===== src/rtl/mul_div_if.sv =====
// Request/response bundle between the core pipeline and the iterative RV32M unit.
// The core drives requests and flush; the unit returns stall, result and writeback.
interface mul_div_if #(parameter int XLEN = 32);
    logic            start;
    logic [2:0]      op;
    logic [XLEN-1:0] rs1_val;
    logic [XLEN-1:0] rs2_val;
    logic [4:0]      rd_addr;
    logic            flush;
    logic            busy;
    logic            done;
    logic [XLEN-1:0] result;
    logic [4:0]      rd_out;
    logic            we_out;

    modport master (
        output start, op, rs1_val, rs2_val, rd_addr, flush,
        input  busy, done, result, rd_out, we_out
    );

    modport slave (
        input  start, op, rs1_val, rs2_val, rd_addr, flush,
        output busy, done, result, rd_out, we_out
    );
endinterface


===== src/rtl/mul_div_unit.sv =====
// Iterative RV32M multiply/divide: radix-2 shift-add multiply and restoring divide,
// 32 iterations on operand magnitudes, sign fix-up folded into the last iteration.
module mul_div_unit #(
    parameter int XLEN = 32
) (
    input  logic     clk,
    input  logic     rst,
    mul_div_if.slave bus
);

    localparam logic [XLEN-1:0] MIN_INT = {1'b1, {(XLEN-1){1'b0}}};
    localparam logic [4:0]      LAST    = 5'd31;

    typedef enum logic [1:0] {IDLE, CALC, DONE} state_t;

    state_t            state, state_nxt;
    logic [4:0]        cnt;
    logic [2:0]        op_r;
    logic              neg_q, neg_r;
    logic [XLEN-1:0]   hi, lo, mcand;
    logic [4:0]        rd_pend, rd_r;
    logic [XLEN-1:0]   result_r;

    logic              accept, div_zero, ovf, bypass;
    logic              a_signed, b_signed, a_neg, b_neg;
    logic [XLEN-1:0]   a_mag, b_mag, bypass_res;
    logic [XLEN:0]     mul_sum, div_sh;
    logic              div_ge;
    logic [XLEN-1:0]   step_hi, step_lo, final_res;
    logic [2*XLEN-1:0] prod;

    assign accept = bus.start & ~bus.flush & (state != CALC);

    // Operand decode on the raw request; only meaningful on the accepting edge.
    always_comb begin
        a_signed = bus.op[2] ? ~bus.op[0] : (bus.op[1:0] != 2'b11);
        b_signed = bus.op[2] ? ~bus.op[0] : ~bus.op[1];
        a_neg    = a_signed & bus.rs1_val[XLEN-1];
        b_neg    = b_signed & bus.rs2_val[XLEN-1];
        a_mag    = a_neg ? -bus.rs1_val : bus.rs1_val;
        b_mag    = b_neg ? -bus.rs2_val : bus.rs2_val;
        div_zero = bus.op[2] & (bus.rs2_val == '0);
        ovf      = bus.op[2] & ~bus.op[0] & (bus.rs1_val == MIN_INT) & (bus.rs2_val == '1);
        bypass   = div_zero | ovf;
        if (div_zero)
            bypass_res = bus.op[1] ? bus.rs1_val : '1;
        else
            bypass_res = bus.op[1] ? '0 : MIN_INT;
    end

    // One iteration: hi/lo hold {partial product, multiplier} or {remainder, dividend/quotient}.
    always_comb begin
        mul_sum = {1'b0, hi} + (lo[0] ? {1'b0, mcand} : '0);
        div_sh  = {hi, lo[XLEN-1]};
        div_ge  = div_sh >= {1'b0, mcand};
        if (op_r[2]) begin
            step_hi = div_ge ? (div_sh[XLEN-1:0] - mcand) : div_sh[XLEN-1:0];
            step_lo = {lo[XLEN-2:0], div_ge};
        end else begin
            step_hi = mul_sum[XLEN:1];
            step_lo = {mul_sum[0], lo[XLEN-1:1]};
        end
        prod = {step_hi, step_lo};
        if (neg_q)
            prod = -prod;
        case (op_r)
            3'b000:                 final_res = prod[XLEN-1:0];
            3'b001, 3'b010, 3'b011: final_res = prod[2*XLEN-1:XLEN];
            3'b100, 3'b101:         final_res = neg_q ? -step_lo : step_lo;
            default:                final_res = neg_r ? -step_hi : step_hi;
        endcase
    end

    always_ff @(posedge clk or posedge rst) begin
        if (rst)
            state <= IDLE;
        else
            state <= state_nxt;
    end

    always_comb begin
        state_nxt = state;
        unique case (state)
            IDLE, DONE: begin
                if (bus.flush)
                    state_nxt = IDLE;
                else if (accept)
                    state_nxt = bypass ? DONE : CALC;
                else
                    state_nxt = IDLE;
            end
            CALC: begin
                if (bus.flush)
                    state_nxt = IDLE;
                else if (cnt == LAST)
                    state_nxt = DONE;
            end
            default: state_nxt = IDLE;
        endcase
    end

    always_ff @(posedge clk or posedge rst) begin
        if (rst) begin
            cnt      <= '0;
            op_r     <= '0;
            neg_q    <= 1'b0;
            neg_r    <= 1'b0;
            hi       <= '0;
            lo       <= '0;
            mcand    <= '0;
            rd_pend  <= '0;
            rd_r     <= '0;
            result_r <= '0;
        end else if (accept) begin
            op_r    <= bus.op;
            neg_q   <= a_neg ^ b_neg;
            neg_r   <= a_neg;
            hi      <= '0;
            lo      <= bus.op[2] ? a_mag : b_mag;
            mcand   <= bus.op[2] ? b_mag : a_mag;
            rd_pend <= bus.rd_addr;
            cnt     <= '0;
            if (bypass) begin
                result_r <= bypass_res;
                rd_r     <= bus.rd_addr;
            end
        end else if (state == CALC) begin
            if (bus.flush) begin
                cnt <= '0;
            end else begin
                hi  <= step_hi;
                lo  <= step_lo;
                cnt <= cnt + 5'd1;
                // Result and destination only move on entry to DONE so they stay stable between dones.
                if (cnt == LAST) begin
                    result_r <= final_res;
                    rd_r     <= rd_pend;
                end
            end
        end
    end

    assign bus.busy   = (state == CALC);
    assign bus.done   = (state == DONE);
    assign bus.result = result_r;
    assign bus.rd_out = rd_r;
    assign bus.we_out = (state == DONE) && (rd_r != 5'd0);

endmodule

===== src/flat_wrapper.sv =====
// flat-port wrapper written by rule: the top's interface ports become plain ports
module mul_div_unit_flat 
#(
    parameter int XLEN = 32
)
  (clk, rst, bus_start, bus_op, bus_rs1_val, bus_rs2_val, bus_rd_addr, bus_flush, bus_busy, bus_done, bus_result, bus_rd_out, bus_we_out);
  mul_div_if #(.XLEN(XLEN)) bus_i ();
  input  logic clk;
  input  logic rst;
  input wire logic [$bits(bus_i.start)-1:0] bus_start;
  input wire logic [$bits(bus_i.op)-1:0] bus_op;
  input wire logic [$bits(bus_i.rs1_val)-1:0] bus_rs1_val;
  input wire logic [$bits(bus_i.rs2_val)-1:0] bus_rs2_val;
  input wire logic [$bits(bus_i.rd_addr)-1:0] bus_rd_addr;
  input wire logic [$bits(bus_i.flush)-1:0] bus_flush;
  output wire logic [$bits(bus_i.busy)-1:0] bus_busy;
  output wire logic [$bits(bus_i.done)-1:0] bus_done;
  output wire logic [$bits(bus_i.result)-1:0] bus_result;
  output wire logic [$bits(bus_i.rd_out)-1:0] bus_rd_out;
  output wire logic [$bits(bus_i.we_out)-1:0] bus_we_out;
  assign bus_i.start = bus_start;
  assign bus_i.op = bus_op;
  assign bus_i.rs1_val = bus_rs1_val;
  assign bus_i.rs2_val = bus_rs2_val;
  assign bus_i.rd_addr = bus_rd_addr;
  assign bus_i.flush = bus_flush;
  assign bus_busy = bus_i.busy;
  assign bus_done = bus_i.done;
  assign bus_result = bus_i.result;
  assign bus_rd_out = bus_i.rd_out;
  assign bus_we_out = bus_i.we_out;
  mul_div_unit #(.XLEN(XLEN)) u_core (.clk(clk), .rst(rst), .bus(bus_i));
endmodule

===== config.mk =====
export PLATFORM = sky130hd
export DESIGN_NAME = mul_div_unit_flat
export DESIGN_NICKNAME = d
export VERILOG_FILES = /design/src/rtl/mul_div_if.sv /design/src/rtl/mul_div_unit.sv /design/src/flat_wrapper.sv
export SDC_FILE = /design/constraint.sdc
export NUM_CORES = 1
export LEC_CHECK = 0
export ABC_AREA = 1
export CAP_MARGIN = 40
export CORE_AREA = 2 2 207 209
export CTS_CLUSTER_SIZE = 24
export DETAILED_ROUTE_END_ITERATION = 10
export DIE_AREA = 0 0 209 211
export GPL_TIMING_DRIVEN = 0
export PLACE_DENSITY = 0.69
export SYNTH_ARGS = -nofsm -noshare
export SYNTH_HDL_FRONTEND = slang
export SYNTH_SLANG_ARGS = --single-unit

===== constraint.sdc =====
create_clock -name clk -period 9.9 [get_ports clk]
set_input_delay 1.98 -clock clk [delete_from_list [all_inputs] [get_ports clk]]
set_output_delay 1.98 -clock clk [all_outputs]
set_load 0.1 [all_outputs]

## Yosys cells after proc, flatten, opt, wreduce, memory -nomap -nowiden

Cells that the tools add are included.
Widths: inputs -> output; s select.

- Bits in registers: 150
- Input bits: 76
- Output and inout port bits: 40
- Logic and storage cells: 102

- Add/subtract/negate cells: 8
- $lt $le $gt $ge: 1
- Equality and inequality tests: 15
- Multiplexer cells: 42
- Bitwise gates (word level): 13
- Reductions and logical operators: 12

Operator list:

| kind | number |
|---|---|
| $mux 32 | 24 |
| $neg 32->32 | 4 |
| $pmux 32 s3 | 1 |
| $eq 32x32->1 const B | 2 |
| $mux 64 | 1 |
| $neg 64->64 | 1 |
| $mux 5 | 8 |
| $add 32x33->33 | 1 |
| $ge 33x32->1 | 1 |
| $logic_not 32->1 | 1 |
| $sub 32x32->32 | 1 |
| $mux 2 | 5 |
| $and 1x1->1 | 8 |
| $eq 3x2->1 const B | 2 |
| $eq 3x3->1 const B | 2 |
| $add 5x1->5 const B | 1 |
| $eq 5x5->1 const B | 1 |
| $reduce_bool 5->1 | 1 |
| $ne 2x1->1 const B | 2 |
| $ne 2x2->1 const B | 2 |
| $pmux 2 s2 | 1 |
| $reduce_and 4->1 | 1 |
| $reduce_bool 2->1 | 2 |
| $reduce_or 2->1 | 2 |
| other kinds (13) | 16 |

## Depth between registers and ports, before layout

- Word-level depth: 10
- Gate-level depth with buffers: 34
- Depth with buffers taken out: 33

## Worst setup path after synthesis

No wires, ideal clock.

- Path type: reg2out
- Start point: reg u_core.state[0]
- End point: out bus_we_out
- Arrival: 2529 ps
- Required time: 7920 ps
- Slack: 5391 ps
- Stages on the path, launching flop included: 4
- Path buffers: 0
- Cells stage by stage: dfrtp_1 nor2_1 o31ai_1 inv_1

- Word-level cells in the longest chain between the ends: 2

Ends and longest elaborated chain:

| item | line | source |
|---|---|---|
| start, declared | mul_div_unit.sv:16 | `state_t state, state_nxt;` |
| start signal, assigned | mul_div_unit.sv:78 | `state <= state_nxt;` |
| $eq 2x2->1 | n/a |  |
| net bus_done | flat_wrapper.sv:17 | `output wire logic [$bits(bus_i.done)-1:0] bus_done;` |
| $logic_and 1x1->1 | mul_div_unit.sv:147 | `assign bus.we_out = (state == DONE) && (rd_r != 5'd0);` |
| end, declared | flat_wrapper.sv:20 | `output wire logic [$bits(bus_i.we_out)-1:0] bus_we_out;` |

The timed path passes the listed nets, and every way through them passes these cells.

## Final worst setup path

- Start point: reg u_core.mcand[27]
- End point: reg u_core.result_r[28], in the netlist u_core.bus.result[28]

- Word-level cells in the longest chain between the ends: 10
- Elaborated cells on any way between the ends: 18
- Classes of those cells: add/sub (5); order compare (1); mux (12)

Ends and longest elaborated chain:

| item | line | source |
|---|---|---|
| start, declared | mul_div_unit.sv:20 | `logic [XLEN-1:0] hi, lo, mcand;` |
| start signal, assigned | mul_div_unit.sv:120 | `mcand <= bus.op[2] ? b_mag : a_mag;` |
| $mux 32, or another cell as far along | mul_div_unit.sv:53 | `mul_sum = {1'b0, hi} + (lo[0] ? {1'b0, mcand} : '0);` |
| $add 32x33->33 or $mux 32 (tied branches) | mul_div_unit.sv:53, mul_div_unit.sv:57 |  |
| $mux 32 | mul_div_unit.sv:56 | `if (op_r[2]) begin` |
| $neg 64->64 or $neg 32->32 (tied branches) | mul_div_unit.sv:65, mul_div_unit.sv:70 |  |
| $mux 64 or $mux 32 (tied branches) | mul_div_unit.sv:64, mul_div_unit.sv:70 |  |
| $pmux 32 s3 (*) | mul_div_unit.sv:66 | `case (op_r)` |
| $mux 32 (*) | mul_div_unit.sv:135 | `if (cnt == LAST) begin` |
| $mux 32 (*) | mul_div_unit.sv:128 | `if (bus.flush) begin` |
| $mux 32 (*) | mul_div_unit.sv:127 | `end else if (state == CALC) begin` |
| $mux 32 (*) | mul_div_unit.sv:114 | `end else if (accept) begin` |
| end signal, assigned | mul_div_unit.sv:124 | `result_r <= bypass_res;` |
| end signal, assigned | mul_div_unit.sv:136 | `result_r <= final_res;` |
| end, declared | mul_div_unit.sv:22 | `logic [XLEN-1:0] result_r;` |

Mark *: on every way between the ends. The rest lies on a longest branch, timed or not. The select of a mux whose other input is x is not followed.
A chain may end at the register's enable or synchronous reset.

==> flow_summary.ini <==
[cts]
clock_latency_ns = 0.48
htree_levels = 4
numCtsBuffers = 17
path_clk_slew_ns = 0.07
clock_tree.buffer_depth = 2
cts_sinks = 150
cts_root_buf = clkbuf_16
ctsResizeCount = 0
cts_tree = built
hold_buffers = 0
post-cts-setup-buffers = 0

[sta]
fin_setup_tns_ns = 0
timing.final.crit_share_pct = 57.73
drv_slew = 0
fin_skew_ns = 0.01384
finalWorstPathRequiredPeriod_ns = 5.715
slew_headroom_pct = 35.13
hold_violations = 0
tightestPinTransition_ns = 0.9730
hold_slack_ns = 0.4828
rsz0062_at_grt = false
worst_slack_ns = 4.185
fmax_mhz = 175.0
setup_viol = 0

[worst_setup_path]
cp_slowest_stage_delay_ns = 0.77
reg2reg_to = u_core.bus.result[28]$_DFFE_PP0P_
cp_slowest_cell = o21ai_0
r2r_slack_ns = 4.19
end_kind = register
startpoint_type = register
path_max_fanout = 10
worstRegToRegCells = 29
crit_path_frequent_cell = nand2_1
reg2reg_from = u_core.mcand[27]$_DFFE_PP0P_
arrival_ns = 6.14
crit_required_ns = 10.32
crit_type = register to register

[grt]
grt_pass1_wl_mm = 134.7
antenna_found_initial = 2
grt_overflow = 0
grt_max_degree = 92
gr-usage-all-layers_pct = 42.09
first_global_vias = 20220

[floorplanning]
die_w_um = 209
die-area_um2 = 44100
io_pins = 116
start_util_pct = 42.58
core_region_area_um2 = 41760
dieHeight_um = 211
row_count = 75

[drt]
vias = 21800
wl_met3_mm = 9.343
highest_layer = met5
wire_per_inst_um = 25.01
viasPerCell = 5.860
routed-wl-met2_mm = 40.65
post-route-drc-count = 0
dr.pass1.iters = 8
drt_iter0_drc = 2953
drtAntennaViolNets = 0
wl_met1_mm = 36.77
routed_wl_mm = 93.05

[final_layout]
area_growth_pct = 17.89
final_cells = 3720
fin_area_um2 = 20960
nets = 3317
post-route-util_pct = 50.20
drive_gt1_share_pct = 7.987

[hold_path]
hp-class = register to register
hp-start = u_core.bus.result[11]$_DFFE_PP0P_
hold_path_depth = 2
min_to = u_core.bus.result[11]$_DFFE_PP0P_

[job]
cap_violations = 0

[power_and_ir_drop]
power_density_nw_per_um2 = 398.0
max-vdd-ir-drop_v = 0.0002859
total_power_mw = 8.344
p_leak_nw = 10.72

[synth]
synth_flop_cell = dfrtp_1
synth_cell_types = 65
ys_seq_area_share_pct = 21.11
async_reset_ff_share_pct = 100.0
synth_edf_count = 0
synthTopCellsByCount = 861 x nand2_1, 441 x inv_1, 270 x nor2_1
syn_area_um2 = 17780
syn-num-nets = 3137
synth-seq-cells = 150
synth.avg_cell_area_um2 = 5.951
synth_warnings = 0
yosys.area.top_type = dfrtp_1
yosysMostFrequentCell = nand2_1
synth_top_area_share_pct = 21.11
synth_area_leaders = dfrtp_1 21%, nand2_1 18%, inv_1 9.3%
postSynthCellCount = 2988

[outcome]
status = complete, no violations

[place]
dpl.cell_count = 3688
place_area_um2 = 20400
globalplace.congestion = 1.097
place_worst_setup_slack_ns = 3.952
dp_hpwl_mm = 78.95
port_buffers = 114
==> sequential cells by signal, summed over array words and instances (netlist names) <==
name	count
u_core.bus.rd_out	5
u_core.bus.result	32
u_core.cnt	5
u_core.hi	32
u_core.lo	32
u_core.mcand	32
u_core.neg_q	1
u_core.neg_r	1
u_core.op_r	3
u_core.rd_pend	5
u_core.state	2
==> area by class of cell <==
cell class                      count  area (µm²)
Multi-Input combinational cell   2271       11740
Antenna cell                        1       2.502
Fill cell                        4404       20800
Tap cell                          539       674.4
Clock buffer                       17       425.4
Timing Repair Buffer              161        1937
Clock inverter                     14       137.6
Sequential cell                   150        3754
Buffer                            105       549.3
Inverter                          462        1739
==> report_power, final <==
group / switching [mW] / leakage, nW / internal (mW)
clock network: 0.323 / 0.280 / 0.331
registers: 0.280 / 1.88 / 0.832
logic: 4.68 / 8.57 / 1.90
total: 5.29 / 10.7 / 3.06
==> cells by family after synthesis <==
kind of cell	count (synthesis)	share of synthesized area, %
AND/OR/NAND/NOR	1608	40.02
buffers and inverters	567	12.84
AO/OA/AOI/OAI	500	16.37
flip-flops	150	21.11
XOR/XNOR	90	4.433
adder cells (fa/ha/maj)	73	5.221
==> per-layer routing <==
metal	up-vias	GRT usage [%]
met5	-	0
met4	2	24.09
met3	286	10.18
met2	1224	66.10
met1	10240	52.92
li1	10050	-
==> critical path: cells and delay by family (launching register included) <==
family                     cells  cell delay [ns]
DFF                            1             0.61
AOI/OAI and AO/OA              4             1.34
buffers and inverters          4             0.37
and+or+nand+nor               19             2.71
adders and majority gates      2             0.61
==> cells in the final DEF (no fill, tap or decap), drive strengths merged, types with 28 or more instances in the layout <==
| cell | n |
|---|---|
| nand2 | 890 |
| inv | 466 |
| nor2 | 301 |
| nand3 | 261 |
| o21ai | 207 |
| a21oi | 159 |
| dfrtp | 150 |
| clkdlybuf4s50 | 114 |
| buf | 87 |
| clkbuf | 82 |
| xor2 | 76 |
| ha | 71 |
| nand4 | 68 |
| nor3 | 41 |
| o22ai | 28 |
==> how the worst max path moves through the flow <==
stage	cells past startpoint	slack, ns	endpoint	start
CTS	17	4.44	u_core.bus.result[21]$_DFFE_PP0P_	bus_rs1_val[0]
finish	29	4.19	u_core.bus.result[28]$_DFFE_PP0P_	u_core.mcand[27]$_DFFE_PP0P_
detailed placement	17	3.95	u_core.bus.result[21]$_DFFE_PP0P_	bus_rs1_val[0]
floorplan	1	3.88	u_core.bus.rd_out[0]$_DFFE_PP0P_	rst
global route	30	3.92	u_core.bus.result[8]$_DFFE_PP0P_	u_core.mcand[28]$_DFFE_PP0P_
global placement	2	1.70	u_core.hi[20]$_DFFE_PP0P_	rst
Power figures use the tool's default switching activity.
